## src/rtl/mips32_prog_loader.sv

```systemverilog
// Streams framed program images into instruction memory, then releases the CPU at ENTRY.
// States: IDLE, HEADER, PAYLOAD, CHECK, RELEASE (one-cycle pc_load), DONE, ERROR.
module mips32_prog_loader #(
    parameter int          DEPTH  = 1024,
    parameter int          ADDR_W = 10,
    parameter logic [31:0] ENTRY  = 32'h0
) (
    input  logic              clk1,
    input  logic              rst_n,
    input  logic              start,
    input  logic              s_valid,
    input  logic [31:0]       s_data,
    output logic              s_ready,
    output logic              mem_we,
    output logic [ADDR_W-1:0] mem_addr,
    output logic [31:0]       mem_wdata,
    output logic              cpu_hold,
    output logic              pc_load,
    output logic [31:0]       pc_value,
    output logic              done,
    output logic              err,
    output logic [1:0]        err_code,
    output logic [15:0]       words_loaded
);

    typedef enum logic [2:0] {
        S_IDLE,
        S_HEADER,
        S_PAYLOAD,
        S_CHECK,
        S_RELEASE,
        S_DONE,
        S_ERROR
    } state_t;

    localparam logic [16:0] DEPTH_17 = 17'(DEPTH);

    state_t            state_q, state_d;
    logic [ADDR_W-1:0] ptr_q, ptr_d;
    logic [15:0]       rem_q, rem_d;
    logic [31:0]       acc_q, acc_d;
    logic [15:0]       words_q, words_d;
    logic [1:0]        err_code_q, err_code_d;
    logic              mem_we_q, mem_we_d;
    logic [ADDR_W-1:0] mem_addr_q, mem_addr_d;
    logic [31:0]       mem_wdata_q, mem_wdata_d;

    logic        hs;
    logic [15:0] hdr_count;
    logic [15:0] hdr_base;
    logic [16:0] hdr_end;

    assign s_ready   = (state_q == S_HEADER) || (state_q == S_PAYLOAD) || (state_q == S_CHECK);
    assign hs        = s_valid && s_ready;
    assign hdr_count = s_data[31:16];
    assign hdr_base  = s_data[15:0];
    // 17-bit sum so a frame running past the top of memory cannot wrap and pass
    assign hdr_end   = {1'b0, hdr_base} + {1'b0, hdr_count};

    assign cpu_hold     = !((state_q == S_RELEASE) || (state_q == S_DONE));
    assign pc_load      = (state_q == S_RELEASE);
    assign done         = (state_q == S_DONE);
    assign err          = (state_q == S_ERROR);
    assign pc_value     = ENTRY;
    assign err_code     = err_code_q;
    assign words_loaded = words_q;
    assign mem_we       = mem_we_q;
    assign mem_addr     = mem_addr_q;
    assign mem_wdata    = mem_wdata_q;

    always_comb begin
        state_d     = state_q;
        ptr_d       = ptr_q;
        rem_d       = rem_q;
        acc_d       = acc_q;
        words_d     = words_q;
        err_code_d  = err_code_q;
        mem_we_d    = 1'b0;
        mem_addr_d  = mem_addr_q;
        mem_wdata_d = mem_wdata_q;

        case (state_q)
            S_IDLE: begin
                if (start) state_d = S_HEADER;
            end
            S_HEADER: begin
                if (hs) begin
                    if (hdr_count == 16'd0) begin
                        state_d = S_RELEASE;
                    end else if (hdr_end > DEPTH_17) begin
                        err_code_d = 2'd1;
                        state_d    = S_ERROR;
                    end else begin
                        ptr_d   = hdr_base[ADDR_W-1:0];
                        rem_d   = hdr_count;
                        acc_d   = 32'h0;
                        state_d = S_PAYLOAD;
                    end
                end
            end
            S_PAYLOAD: begin
                if (hs) begin
                    mem_we_d    = 1'b1;
                    mem_addr_d  = ptr_q;
                    mem_wdata_d = s_data;
                    acc_d       = acc_q ^ s_data;
                    ptr_d       = ptr_q + ADDR_W'(1);
                    rem_d       = rem_q - 16'd1;
                    words_d     = words_q + 16'd1;
                    if (rem_q == 16'd1) state_d = S_CHECK;
                end
            end
            S_CHECK: begin
                if (hs) begin
                    if (s_data == acc_q) begin
                        state_d = S_HEADER;
                    end else begin
                        err_code_d = 2'd2;
                        state_d    = S_ERROR;
                    end
                end
            end
            S_RELEASE: state_d = S_DONE;
            S_DONE:    state_d = S_DONE;
            S_ERROR: begin
                if (start) begin
                    err_code_d = 2'd0;
                    words_d    = 16'd0;
                    state_d    = S_HEADER;
                end
            end
            default: state_d = S_IDLE;
        endcase
    end

    always_ff @(posedge clk1) begin
        if (!rst_n) begin
            state_q     <= S_IDLE;
            ptr_q       <= '0;
            rem_q       <= 16'd0;
            acc_q       <= 32'h0;
            words_q     <= 16'd0;
            err_code_q  <= 2'd0;
            mem_we_q    <= 1'b0;
            mem_addr_q  <= '0;
            mem_wdata_q <= 32'h0;
        end else begin
            state_q     <= state_d;
            ptr_q       <= ptr_d;
            rem_q       <= rem_d;
            acc_q       <= acc_d;
            words_q     <= words_d;
            err_code_q  <= err_code_d;
            mem_we_q    <= mem_we_d;
            mem_addr_q  <= mem_addr_d;
            mem_wdata_q <= mem_wdata_d;
        end
    end

endmodule

```

## config.mk

```make
export PLATFORM = sky130hd
export DESIGN_NAME = mips32_prog_loader
export DESIGN_NICKNAME = d
export VERILOG_FILES = /design/src/rtl/mips32_prog_loader.sv
export SDC_FILE = /design/constraint.sdc
export NUM_CORES = 1
export LEC_CHECK = 0
export BUFFER_PORTS_ARGS = -buffer_cell sky130_fd_sc_hd__buf_2
export CAP_MARGIN = 20
export CORE_AREA = 2 2 117 119
export DETAILED_ROUTE_END_ITERATION = 6
export DIE_AREA = 0 0 119 121
export GPL_TIMING_DRIVEN = 0
export HOLD_SLACK_MARGIN = 0.06
export PLACE_DENSITY = 0.82
export SLEW_MARGIN = 5
export SYNTH_ARGS = -nofsm -noshare
export SYNTH_HDL_FRONTEND = slang
export SYNTH_SLANG_ARGS = --single-unit
```

## constraint.sdc

```tcl
create_clock -name clk1 -period 4 [get_ports clk1]
set_clock_uncertainty 0.2 [all_clocks]
set_input_delay 0.6 -clock clk1 [delete_from_list [all_inputs] [get_ports clk1]]
set_output_delay 0.6 -clock clk1 [all_outputs]
set_load 0.02 [all_outputs]
```

==> results.md <==
- Gate power share: 0.333
- Routed WL: around 22000 um
- TritonCTS Buffers: 17
- Core Area: 13100 um^2
- Met1 Track Usage GR: 0.387
- Synth area leader: dfxtp_1
- Horiz. Die Dim: 119 um
- Post-CTS Setup Inserts: 0
- DR pass1 iterations: 5
- Boundary Pins: 134
- Ys async rst share: 0
- Critical Path RT: 4090 ps
- Largest net degree at the start of global routing: 17
- Mapped Area: 7300 um^2
- Worst path max stage delay: 540 ps
- Die Span Y: between 100 and 150 um
- Setup tns final: 0 ps
- Synth warnings: 0
- Fin area: between 8000 and 9000 um^2
- Slew Limit Fails: 0
- Post-Syn Instances: roughly 960
- Reg2Reg Setup Slack: between 700 and 800 ps
- Top-area cell type share of the netlist area: 0.335
- Resized cells post-CTS: 0
- Clock slew seen by the registers of the worst setup and hold paths: 50 ps
- Nets: between 1k and 1.5k
- Slew headroom: 0.514
- Grt met2 use: 0.492
- DP Area: 8140 um^2
- CTS Hold Buffers Added: 0
- Post-synth cell types: between 60 and 70
- Sink Count: 122
- Bufs on Longest Clock Path: 2
- Critical path class: in2reg
- Max Freq: 269 MHz
- Main flop type after synthesis: dfxtp_1
- CTS tree: done
- DRT iter0 DRCs: 694
- Area contributors post-synth: dfxtp_1, nand2_1, a21boi_0
- Critical path's slowest cell: a2111oi_4
- Via count: 7562
- CTS root buf: clkbuf_16
- Final setup viols: 0
- Post-detail-place hpwl: 16200 um
- Worst Path Max Fanout: 10
- Initial antenna violation count: 0
- Worst hold slack: around 260 ps
- Layout cells sized above 1: 0.174
- Number of diodes: 0
- Final ANT Viol Nets: 0
- Period utilisation layout: 0.928
- Power density cells: 509 nW/um^2
- H-tree levels: 4
- Wirelength per Cell: between 15 and 20 um
- Setup ws final: about 290 ps
- Crit end category: flop
- Overall Global Routing Usage: 0.309
- Yosys reg bits: 122
- Post-place setup slack: -61.9 ps
- Crit path launch type: input port
- Layer with the highest usage: met2
- Port Buffers: 100
- Vias in the first global route: 6862
- Cell Chain, Critical Path: buf_2 -> ha_1 -> fa_1 -> a21oi_1 -> o221a_2 -> o21ai_1 -> a41oi_2 -> xnor2_1 -> a2111oi_4 -> a21oi_4 -> buf_6 -> buf_2 -> a21oi_1 -> o22ai_1
- Area grow syn2layout: 19.7%
- Min Tclk post-route: around 3700 ps
- Final-report hold violation count: 0
- CP Data Arrival Time: 3800 ps
- Hold Crit Depth: 2
- Slew @ Worst Pin: 710 ps
- Outcome: completed
- Switching Fraction: 0.368
- R2R cell count: 10
- DR DRC count: 0
- Clock share of power: 0.348
- Met3 Usage GRT: 0.0940
- Hold crit path type: reg2reg
- Vias per cell: around 6
- GP Congestion: 0.949
- Maximum capacitance violations: 0
- Initial Util: 0.558
- First-pass GRT wire length: 35100 um
- Commonest cells in the synthesized netlist: nand2_1, dfxtp_1, nor2_1
- Post-synthesis sequential area ratio: 0.335
- Worst vdd ir: 304 uV
- RSZ-0062 raised after global routing: no
- Most numerous cell in the Yosys netlist: nand2_1
- Clock Latency Late Sink: around 420 ps
- Row cnt: 42
- EDFF count, synth: 0
- Switching power total: 0.00164 W
- Lkg Pwr: 3.60 nW
- Synthesized area per cell: 7.62 um^2
- GRT overflow: 0
- Internal power: 0.00281 W
- Fillcell total: about 1.1k
- Power share of the sequential group: 0.319
- Die area: approximately 14000 um^2
[power groups by stage]
stage	clock network, W	registers, W	logic [W]
finish	0.00155	0.00142	0.00148
global route	0.00161	0.00144	0.00161
CTS	0.00155	0.00142	0.00144
detailed placement	0	0.00144	0.00143
global placement	0	0.00144	0.00142
floorplan	0	0.00147	0.000997
[per-stage QoR]
stage,std cells,util,total power [W]
floorplan,989,-,0.00247
global route,1297,0.667,0.00466
finish,1297,0.667,0.00445
CTS,1297,0.667,0.00441
global placement,1265,0.622,0.00285
detailed placement,1266,0.622,0.00287
[per-layer routing]
| metal | part of all wire | vias up | routed length (um) |
|---|---|---|---|
| met5 | 0 | - | 0 |
| met2 | 0.45 | 401 | 10100 |
| met4 | 0.036 | 0 | 797 |
| met3 | 0.098 | 70 | 2190 |
| li1 | - | 3601 | - |
| met1 | 0.41 | 3490 | 9210 |
[flip-flops by register name, summed over array words and instances (netlist names)]
register and count:
acc_q 32, err_code 2, mem_addr 10, mem_wdata 32
mem_we 1, ptr_q 10, rem_q 16, state_q 3
words_loaded 16
[placed cells by master (no fill, tap or decap), drive strengths merged, types with 20 or more instances in the layout]
master  instances
clkbuf         53
buf           150
a21oi          53
inv            29
dfxtp         122
o21ai          68
nor2           90
nand2         150
conb           32
xor2           24
a21boi         80
nand3          25
ha             20
[area by class of cell]
type	instances	area, um^2	area share
buffer	83	459	0.0526
clock buffer	19	443	0.0507
clock inverter	12	150	0.0172
inverter	30	113	0.0129
multi-input combinational	754	4400	0.504
sequential	122	2440	0.280
tap	176	220	0.0252
timing repair buffer	101	505	0.0579
[cell families (layout without fill, tap and decap cells)]
group | count (synthesis) | after routing | share of synthesized area
AO/OA/AOI/OAI | 280 | 280 | 0.259
XOR/XNOR | 33 | 33 | 0.0396
adder cells (fa/ha/maj) | 21 | 21 | 0.0370
buffers and inverters | 113 | 245 | 0.0783
flip-flops | 122 | 122 | 0.335
multiplexers | 7 | 7 | 0.00960
other | 1 | 32 | 0.000514
AND/OR/NAND/NOR | 381 | 381 | 0.241
[path summary, 6_finish.rpt]
kind / start / endpoint
worst max-delay path: s_data[16] / ptr_q[3]
worst min-delay path: mem_wdata[14] / mem_wdata[14]
worst max register to register: state_q[1] / words_loaded[15]
worst min register to register: mem_wdata[14] / mem_wdata[14]
[worst max-delay path: cells and delay by family]
kind            cells  cell delay, ps
compound gates      8            1870
buf+inv             3             540
xor+xnor            1             120
fa+ha+maj           2             660
No activity file was read; power rests on OpenSTA's default activity.
